File: config.mk
export PLATFORM = sky130hd
export DESIGN_NAME = chi_home_node
export DESIGN_NICKNAME = d
export VERILOG_FILES = /design/src/rtl/chi_home_node.sv
export SDC_FILE = /design/constraint.sdc
export NUM_CORES = 1
export LEC_CHECK = 0
export ABC_AREA = 1
export BUFFER_PORTS_ARGS = -buffer_cell sky130_fd_sc_hd__buf_2
export CAP_MARGIN = 0
export CORE_AREA = 4 4 259 261
export CTS_BUF_LIST = sky130_fd_sc_hd__clkbuf_8
export DETAILED_ROUTE_END_ITERATION = 6
export DIE_AREA = 0 0 263 265
export MAX_ROUTING_LAYER = met4
export PLACE_DENSITY = 0.64
export REMOVE_ABC_BUFFERS = 1
export SLEW_MARGIN = 10
export SYNTH_ARGS = -nofsm -noshare
export SYNTH_HDL_FRONTEND = slang
export SYNTH_SLANG_ARGS = --single-unit
File: constraint.sdc
create_clock -name clk -period 20.4 [get_ports clk]
set_input_delay 2.04 -clock clk [delete_from_list [all_inputs] [get_ports clk]]
set_output_delay 2.04 -clock clk [all_outputs]
set_load 0.005 [all_outputs]
File: src/rtl/chi_home_node.sv
// chi_home_node: CHI home node with a small word-addressed backing memory.
// Each accepted request produces an accept pulse, then MEM_LAT cycles later
// a completion pulse carrying read_data and resp_err.
// Optional build macro CHI_HN_STATS_EN adds saturating request/error counters
// (req_count, err_count).
// dbg_state exposes the FSM state for observation.
`timescale 1ns/1ps
module chi_home_node #(
    parameter int          MEM_DEPTH = 16,
    parameter logic [31:0] BASE_ADDR = 32'h0000_1000,
    parameter int          MEM_LAT   = 3
) (
    input  logic        clk,
    input  logic        reset,
    input  logic [31:0] addr,
    input  logic [3:0]  command,
    input  logic [31:0] write_data,
    input  logic        request_valid,
    output logic [31:0] read_data,
    output logic        response_valid,
    output logic        resp_err,
    output logic [1:0]  dbg_state
`ifdef CHI_HN_STATS_EN
    ,
    output logic [15:0] req_count,
    output logic [15:0] err_count
`endif
);

    // Handshake: request_valid is a level held by the requester until it sees
    // the one-cycle accept pulse on response_valid; the second response_valid
    // pulse is the completion, with read_data/resp_err valid in that cycle and
    // held until the next completion.

    localparam int          IDX_W    = (MEM_DEPTH > 1) ? $clog2(MEM_DEPTH) : 1;
    localparam logic [31:0] DEPTH_W  = 32'(MEM_DEPTH);
    localparam logic [15:0] LAT_INIT = 16'(MEM_LAT);
    localparam logic [3:0]  CMD_READ  = 4'b0001;
    localparam logic [3:0]  CMD_WRITE = 4'b0010;

    typedef enum logic [1:0] {
        IDLE    = 2'd0,
        ACCESS  = 2'd1,
        RESPOND = 2'd2
    } state_t;

    state_t      state_q, state_d;
    logic [15:0] lat_cnt_q, lat_cnt_d;
    logic [31:0] addr_q, addr_d;
    logic [3:0]  cmd_q, cmd_d;
    logic [31:0] wdata_q, wdata_d;
    logic [31:0] read_data_q, read_data_d;
    logic        resp_valid_q, resp_valid_d;
    logic        resp_err_q, resp_err_d;
    logic [31:0] mem_q [MEM_DEPTH];

    logic [31:0]      offset;
    logic             in_range;
    logic [IDX_W-1:0] idx;
    logic             mem_we;
    logic             accept_evt;
    logic             err_evt;

`ifdef CHI_HN_STATS_EN
    logic [15:0] req_count_q, req_count_d;
    logic [15:0] err_count_q, err_count_d;
`endif

    // Decode the captured address into a word index and a range/alignment verdict.
    always_comb begin
        offset   = addr_q - BASE_ADDR;
        in_range = (addr_q >= BASE_ADDR) && (offset[1:0] == 2'b00) &&
                   ({2'b00, offset[31:2]} < DEPTH_W);
        idx      = offset[IDX_W+1:2];
    end

    // Next-state logic: FSM transitions, capture, latency count and access.
    always_comb begin
        state_d      = state_q;
        lat_cnt_d    = lat_cnt_q;
        addr_d       = addr_q;
        cmd_d        = cmd_q;
        wdata_d      = wdata_q;
        read_data_d  = read_data_q;
        resp_err_d   = resp_err_q;
        resp_valid_d = 1'b0;
        mem_we       = 1'b0;
        accept_evt   = 1'b0;
        err_evt      = 1'b0;
        case (state_q)
            IDLE: begin
                if (request_valid) begin
                    addr_d       = addr;
                    cmd_d        = command;
                    wdata_d      = write_data;
                    resp_valid_d = 1'b1;
                    lat_cnt_d    = LAT_INIT;
                    accept_evt   = 1'b1;
                    state_d      = ACCESS;
                end
            end
            ACCESS: begin
                if (lat_cnt_q == 16'd1) begin
                    lat_cnt_d    = 16'd0;
                    resp_valid_d = 1'b1;
                    state_d      = RESPOND;
                    if (in_range && cmd_q == CMD_READ) begin
                        read_data_d = mem_q[idx];
                        resp_err_d  = 1'b0;
                    end else if (in_range && cmd_q == CMD_WRITE) begin
                        mem_we      = 1'b1;
                        read_data_d = 32'd0;
                        resp_err_d  = 1'b0;
                    end else begin
                        read_data_d = 32'd0;
                        resp_err_d  = 1'b1;
                        err_evt     = 1'b1;
                    end
                end else begin
                    lat_cnt_d = lat_cnt_q - 16'd1;
                end
            end
            RESPOND: begin
                // Wait for the requester to drop its request so a still-held
                // request is not captured a second time.
                if (!request_valid) begin
                    state_d = IDLE;
                end
            end
            default: begin
                state_d = IDLE;
            end
        endcase
    end

`ifdef CHI_HN_STATS_EN
    // Saturating statistics counters.
    always_comb begin
        req_count_d = req_count_q;
        err_count_d = err_count_q;
        if (accept_evt && req_count_q != 16'hFFFF) begin
            req_count_d = req_count_q + 16'd1;
        end
        if (err_evt && err_count_q != 16'hFFFF) begin
            err_count_d = err_count_q + 16'd1;
        end
    end
`endif

    // State, captured request, registered outputs and backing memory.
    always_ff @(posedge clk or posedge reset) begin
        if (reset) begin
            state_q      <= IDLE;
            lat_cnt_q    <= 16'd0;
            addr_q       <= 32'd0;
            cmd_q        <= 4'd0;
            wdata_q      <= 32'd0;
            read_data_q  <= 32'd0;
            resp_valid_q <= 1'b0;
            resp_err_q   <= 1'b0;
            for (int i = 0; i < MEM_DEPTH; i++) begin
                mem_q[i] <= 32'd0;
            end
`ifdef CHI_HN_STATS_EN
            req_count_q  <= 16'd0;
            err_count_q  <= 16'd0;
`endif
        end else begin
            state_q      <= state_d;
            lat_cnt_q    <= lat_cnt_d;
            addr_q       <= addr_d;
            cmd_q        <= cmd_d;
            wdata_q      <= wdata_d;
            read_data_q  <= read_data_d;
            resp_valid_q <= resp_valid_d;
            resp_err_q   <= resp_err_d;
            if (mem_we) begin
                mem_q[idx] <= wdata_q;
            end
`ifdef CHI_HN_STATS_EN
            req_count_q  <= req_count_d;
            err_count_q  <= err_count_d;
`endif
        end
    end

    assign read_data      = read_data_q;
    assign response_valid = resp_valid_q;
    assign resp_err       = resp_err_q;
    assign dbg_state      = state_q;
`ifdef CHI_HN_STATS_EN
    assign req_count      = req_count_q;
    assign err_count      = err_count_q;
`endif

endmodule
# Word level (Yosys, flattened, before mapping)
# Cells that the tools add are included.
[totals]
output_inout_bits = 36
word_cells = 74
in_bits = 71
reg_bits = 632
[op_classes]
muxes = 23
eq_ne = 8
order_cmp = 4
bitwise_logic = 1
reduce_logical = 12
n_addsub = 2
[ops]
columns = ["operator", "count"]
rows = [
  ["$bwmux W512", 1],
  ["$bmux W32 S4", 1],
  ["$demux W32 S4", 1],
  ["$mux W32", 4],
  ["$ge A32 B13 Y1 const B", 1],
  ["$mux W16", 2],
  ["$pmux W16 S2", 1],
  ["$sub A32 B13 Y32 const B", 1],
  ["$lt A30 B5 Y1 const B", 1],
  ["$eq A16 B1 Y1 const B", 1],
  ["$sub A16 B1 Y16 const B", 1],
  ["$mux W1", 8],
  ["$mux W2", 3],
  ["$ne A2 B2 Y1 const B", 3],
  ["$pmux W2 S3", 1],
  ["$reduce_and A2 Y1", 3],
  ["$ge A5 B5 Y1 const B", 1],
  ["$logic_and A1 B1 Y1", 5],
  ["$lt A5 B1 Y1 const B", 1],
  ["$not A4 Y5", 1],
  ["$eq A4 B1 Y1 const B", 1],
  ["$eq A4 B2 Y1 const B", 1],
  ["$logic_not A2 Y1", 2],
  ["$reduce_and A3 Y1", 1],
  ["4 further kinds", 4],
]

# Logic depth before layout (Yosys ltp)
[depth]
ltp_word = 9
mapped_depth = 16
depth_no_buf = 14

# Least setup slack after synthesis
# No wires, ideal clock.
[synth_path]
kind = "input-to-reg"
startpoint = "in request_valid"
endpoint = "reg lat_cnt_q[13]"
path_slack_ps = 17001
n_path_buf = 0
required_ps = 20277
path_stages = 7
arrival_time_ps = 3276
setup_ps = 123
cell_sequence = "nand3_1 inv_1 nor2_1 nor4_1 nand2_1 o21ai_0 a21oi_1"
[synth_between]
elab_chain_len = 2
[synth_lines]
columns = ["element", "line_no", "rtl"]
rows = [
  ["start: declaration", "18", "input logic request_valid,"],
  ["$ne A2 B2 Y1 (no source line)", "n/a", ""],
  ["$reduce_and A2 Y1 (no source line)", "n/a", ""],
  ["end signal: assignment", "170", "lat_cnt_q <= lat_cnt_d;"],
  ["end: declaration", "48", "logic [15:0] lat_cnt_q, lat_cnt_d;"],
]
# No other way between the ends.
# A chain may end at the register's enable or synchronous reset.

# Final worst setup path
[layout_path]
startpoint = "reg lat_cnt_q[1]"
endpoint = "reg mem_q[52] in the netlist's numbering"
[layout_between]
elab_chain_len = 3
[layout_lines]
columns = ["element", "line_no", "rtl"]
rows = [
  ["$eq A16 B1 Y1", "103", "if (lat_cnt_q == 16'd1) begin"],
  ["$mux W1", "103", ""],
  ["$mux W1", "90", "case (state_q)"],
  ["end signal: indexed assignment", "178", "mem_q[idx] <= wdata_q;"],
  ["end: declaration", "55", "logic [31:0] mem_q [MEM_DEPTH];"],
]
# No other way between the ends.

==> flow_summary.json <==
{
  "outcome": "finished clean",
  "p_per_area_nw_per_um2": 121,
  "clock_path_buffers": 3,
  "cp_max_fo": 107,
  "synth_top_area_cell": "dfrtp_1",
  "grt_max_degree": 150,
  "crit_type": "flop to flop",
  "die_h_um": 265,
  "avgRoutedWirePerCell_um": 21.9,
  "cp_top_family": "buffers and inverters",
  "drt_wl_total_mm": 96.9,
  "vias": 25600,
  "fmax_mhz": 198,
  "cp_num_buf_inv": 6,
  "skew_ns": 0.0401,
  "endpoint_kind": "flop",
  "hold_path_class": "flop to flop",
  "peakVddDrop_v": 0.0000934,
  "critical_path.max_stage_delay_ns": 0.96,
  "grt_pass1_wl_mm": 150,
  "fp.dieW_um": 263,
  "initial_core_util": 0.449,
  "cts.clk_slew.worst_paths_ns": 0.06,
  "cp_common_cell": "buf_4",
  "critPathSlowestCell": "buf_4",
  "synthMuxAreaShare": 0.000346,
  "ys_top_cells_by_count": "1,365 x nand2_1, 632 x dfrtp_1, 550 x nand3_1",
  "hold_ws_ns": 0.472,
  "ys.flop_type": "dfrtp_1",
  "vias_per_cell": 5.77,
  "post-place-ws_ns": 15.51,
  "min_period_ns": 5.06,
  "holdBufCountCts": 0,
  "grt_antenna_before_repair": 1,
  "synthXorXnorAreaFrac": 0.00212,
  "drtIter0Drc": 3040,
  "finalInstanceArea_sq_um": 31900,
  "track_usage": 0.282,
  "drc": 0,
  "ys_types": 37,
  "ys_async_sr_fraction": 1.00,
  "portBuffers": 106,
  "slew_headroom": 0.225,
  "cts_tree": "done",
  "fin_ws_ns": 15.34,
  "crit_path_start_kind": "flop",
  "setup_viol": 0,
  "clock-root-buffer": "clkbuf_8",
  "avgSynthCellArea_sq_um": 8.19,
  "design.core.area_sq_um": 64500,
  "syn_inst": 3532,
  "setup-tns-final_ns": 0,
  "seq_area_frac_synth": 0.547,
  "synth_edf_count": 0,
  "utilization": 0.496,
  "layout-drive-gt1-share": 0.104,
  "pin_count": 107,
  "synth_top_family_by_area": "simple AND/OR/NAND/NOR gates",
  "post_cts_buffers": 0,
  "cp.arrival_ns": 5.72,
  "syn2layout_area_growth_pct": 10.4,
  "fin_crit_sh": 0.248,
  "ctsResizeCount": 0,
  "worstReg2RegStart": "lat_cnt_q[1]$_DFFE_PP0P_",
  "yosysWarnings": 0,
  "slew_violations": 0,
  "synthAdderAreaFrac": 0.000865,
  "htreeDepth": 3,
  "synth_most_common_cell": "nand2_1",
  "crit_start": "lat_cnt_q[1]$_DFFE_PP0P_",
  "insertion_delay_ns": 0.75,
  "hold_viol_final": 0,
  "hold_start": "read_data[25]$_DFFE_PP0P_",
  "synth_top_area_frac": 0.547,
  "dpl-instance-area_sq_um": 29700,
  "crit_chain": "inv_1 -> ha_1 -> inv_1 -> nor4_1 -> nand4_1 -> nor2_4 -> buf_4 -> inv_2 -> nor2_4 -> buf_4 -> buf_4 -> nand3_1 -> nand2_1",
  "grt-ovfl-total": 0,
  "grt_setup_unrepaired": "no",
  "maxCapViolations": 0,
  "final_nets": 3571,
  "die-area_sq_um": 69700,
  "tightest_slew_ns": 1.16,
  "rows": 93,
  "grt_pass1_vias": 25000,
  "ys_seq_elements": 632,
  "netlist_area_sq_um": 28900,
  "yosys.area_share.simple": 0.304,
  "drtPass1Iterations": 5,
  "numCtsBuffers": 108,
  "required_ns": 21.07,
  "clock_sinks": 632,
  "leakage_nw": 17.2,
  "synth_area_leaders": "dfrtp_1 55%, nand2_1 18%, nand3_1 9.5%",
  "place_hpwl_mm": 49.5,
  "ant_nets": 0,
  "gp_congestion": 0.841,
  "synth_compound_area_frac": 0.0873
}
## metrics by stage
| step | total power [mW] | std cells |
|---|---|---|
| global placement | 2.67 | 4243 |
| global route | 4.06 | 4433 |
| detailed placement | 2.68 | 4243 |
| floorplan | 2.19 | 3222 |
| CTS | 3.86 | 4432 |
| finish | 3.87 | 4433 |
## metal layers
layer	global-route usage	wire length, um	vias to the layer above
met2	0.411	42700	1364
met1	0.395	40800	12300
met3	0.0575	10100	254
met4	0.0952	3260	0
met5	-	0	-
li1	-	-	11600
## worst paths after layout
| path | end | slack [ns] | cells after the start |
|---|---|---|---|
| max | mem_q[52]$_DFFE_PP0P_ | 15.34 | 13 |
| min | read_data[25]$_DFFE_PP0P_ | 0.47 | 2 |
| max reg2reg | mem_q[52]$_DFFE_PP0P_ | 15.34 | 13 |
| min reg2reg | read_data[25]$_DFFE_PP0P_ | 0.47 | 2 |
| max in group asynchronous | mem_q[492]$_DFFE_PP0P_ | 16.70 | 4 |
| min in group asynchronous | lat_cnt_q[14]$_DFFE_PP0P_ | 1.49 | 2 |
## state kept, by name, summed over array words and instances, names as in the netlist
name and count:
dbg_state 2, read_data 32, addr_q 32, mem_q 512, cmd_q 4, lat_cnt_q 16
response_valid 1, resp_err 1, wdata_q 32
## worst register-to-register path, stage by stage (launching register included)
cell,delay [ns]
dfrtp_1,0.37
inv_1,0.09
ha_1,0.15
inv_1,0.04
nor4_1,0.25
nand4_1,0.23
nor2_4,0.13
buf_4,0.52
inv_2,0.17
nor2_4,0.76
buf_4,0.88
buf_4,0.99
nand3_1,0.28
nand2_1,0.13
## where the power goes
part	internal, mW	switching (mW)	leakage (nW)	total, mW
logic	0.320	0.829	7.25	1.15
clock network	0.640	0.539	1.26	1.18
registers	1.33	0.215	8.71	1.55
total	2.29	1.58	17.2	3.87
## cells in the final DEF, fill, tap and decap left out, types with 10 or more instances in the layout
master	netlist	routed
nand4_2	10	10
clkbuf_8	0	137
nand4_1	10	10
o31ai_1	18	18
o221ai_1	14	14
inv_1	52	81
nor2_1	134	115
nor2_4	2	22
buf_2	37	106
and3_1	15	15
a21oi_1	20	20
clkinv_2	0	10
buf_4	33	58
dfrtp_1	632	632
nand2_1	1365	1364
o21ai_0	136	136
o22a_1	14	14
nand3_1	550	549
o22ai_1	213	213
## area by class of cell
cell class	count	area, sq um
fill	6190	32500
sequential	632	15800
multi-input combinational	2531	11600
clock buffer	137	1890
tap	855	1070
timing repair buffer	166	1010
clock inverter	52	340
inverter	59	238
antenna	1	2.50
## logic make-up after synthesis
group | Yosys count
AOI/OAI and AO/OA | 419
xor gates and xnor gates | 7
adders and majority gates | 2
buffers and inverters | 369
DFF | 632
muxes | 1
and+or+nand+nor | 2102
(Power assumes the default switching activity.)
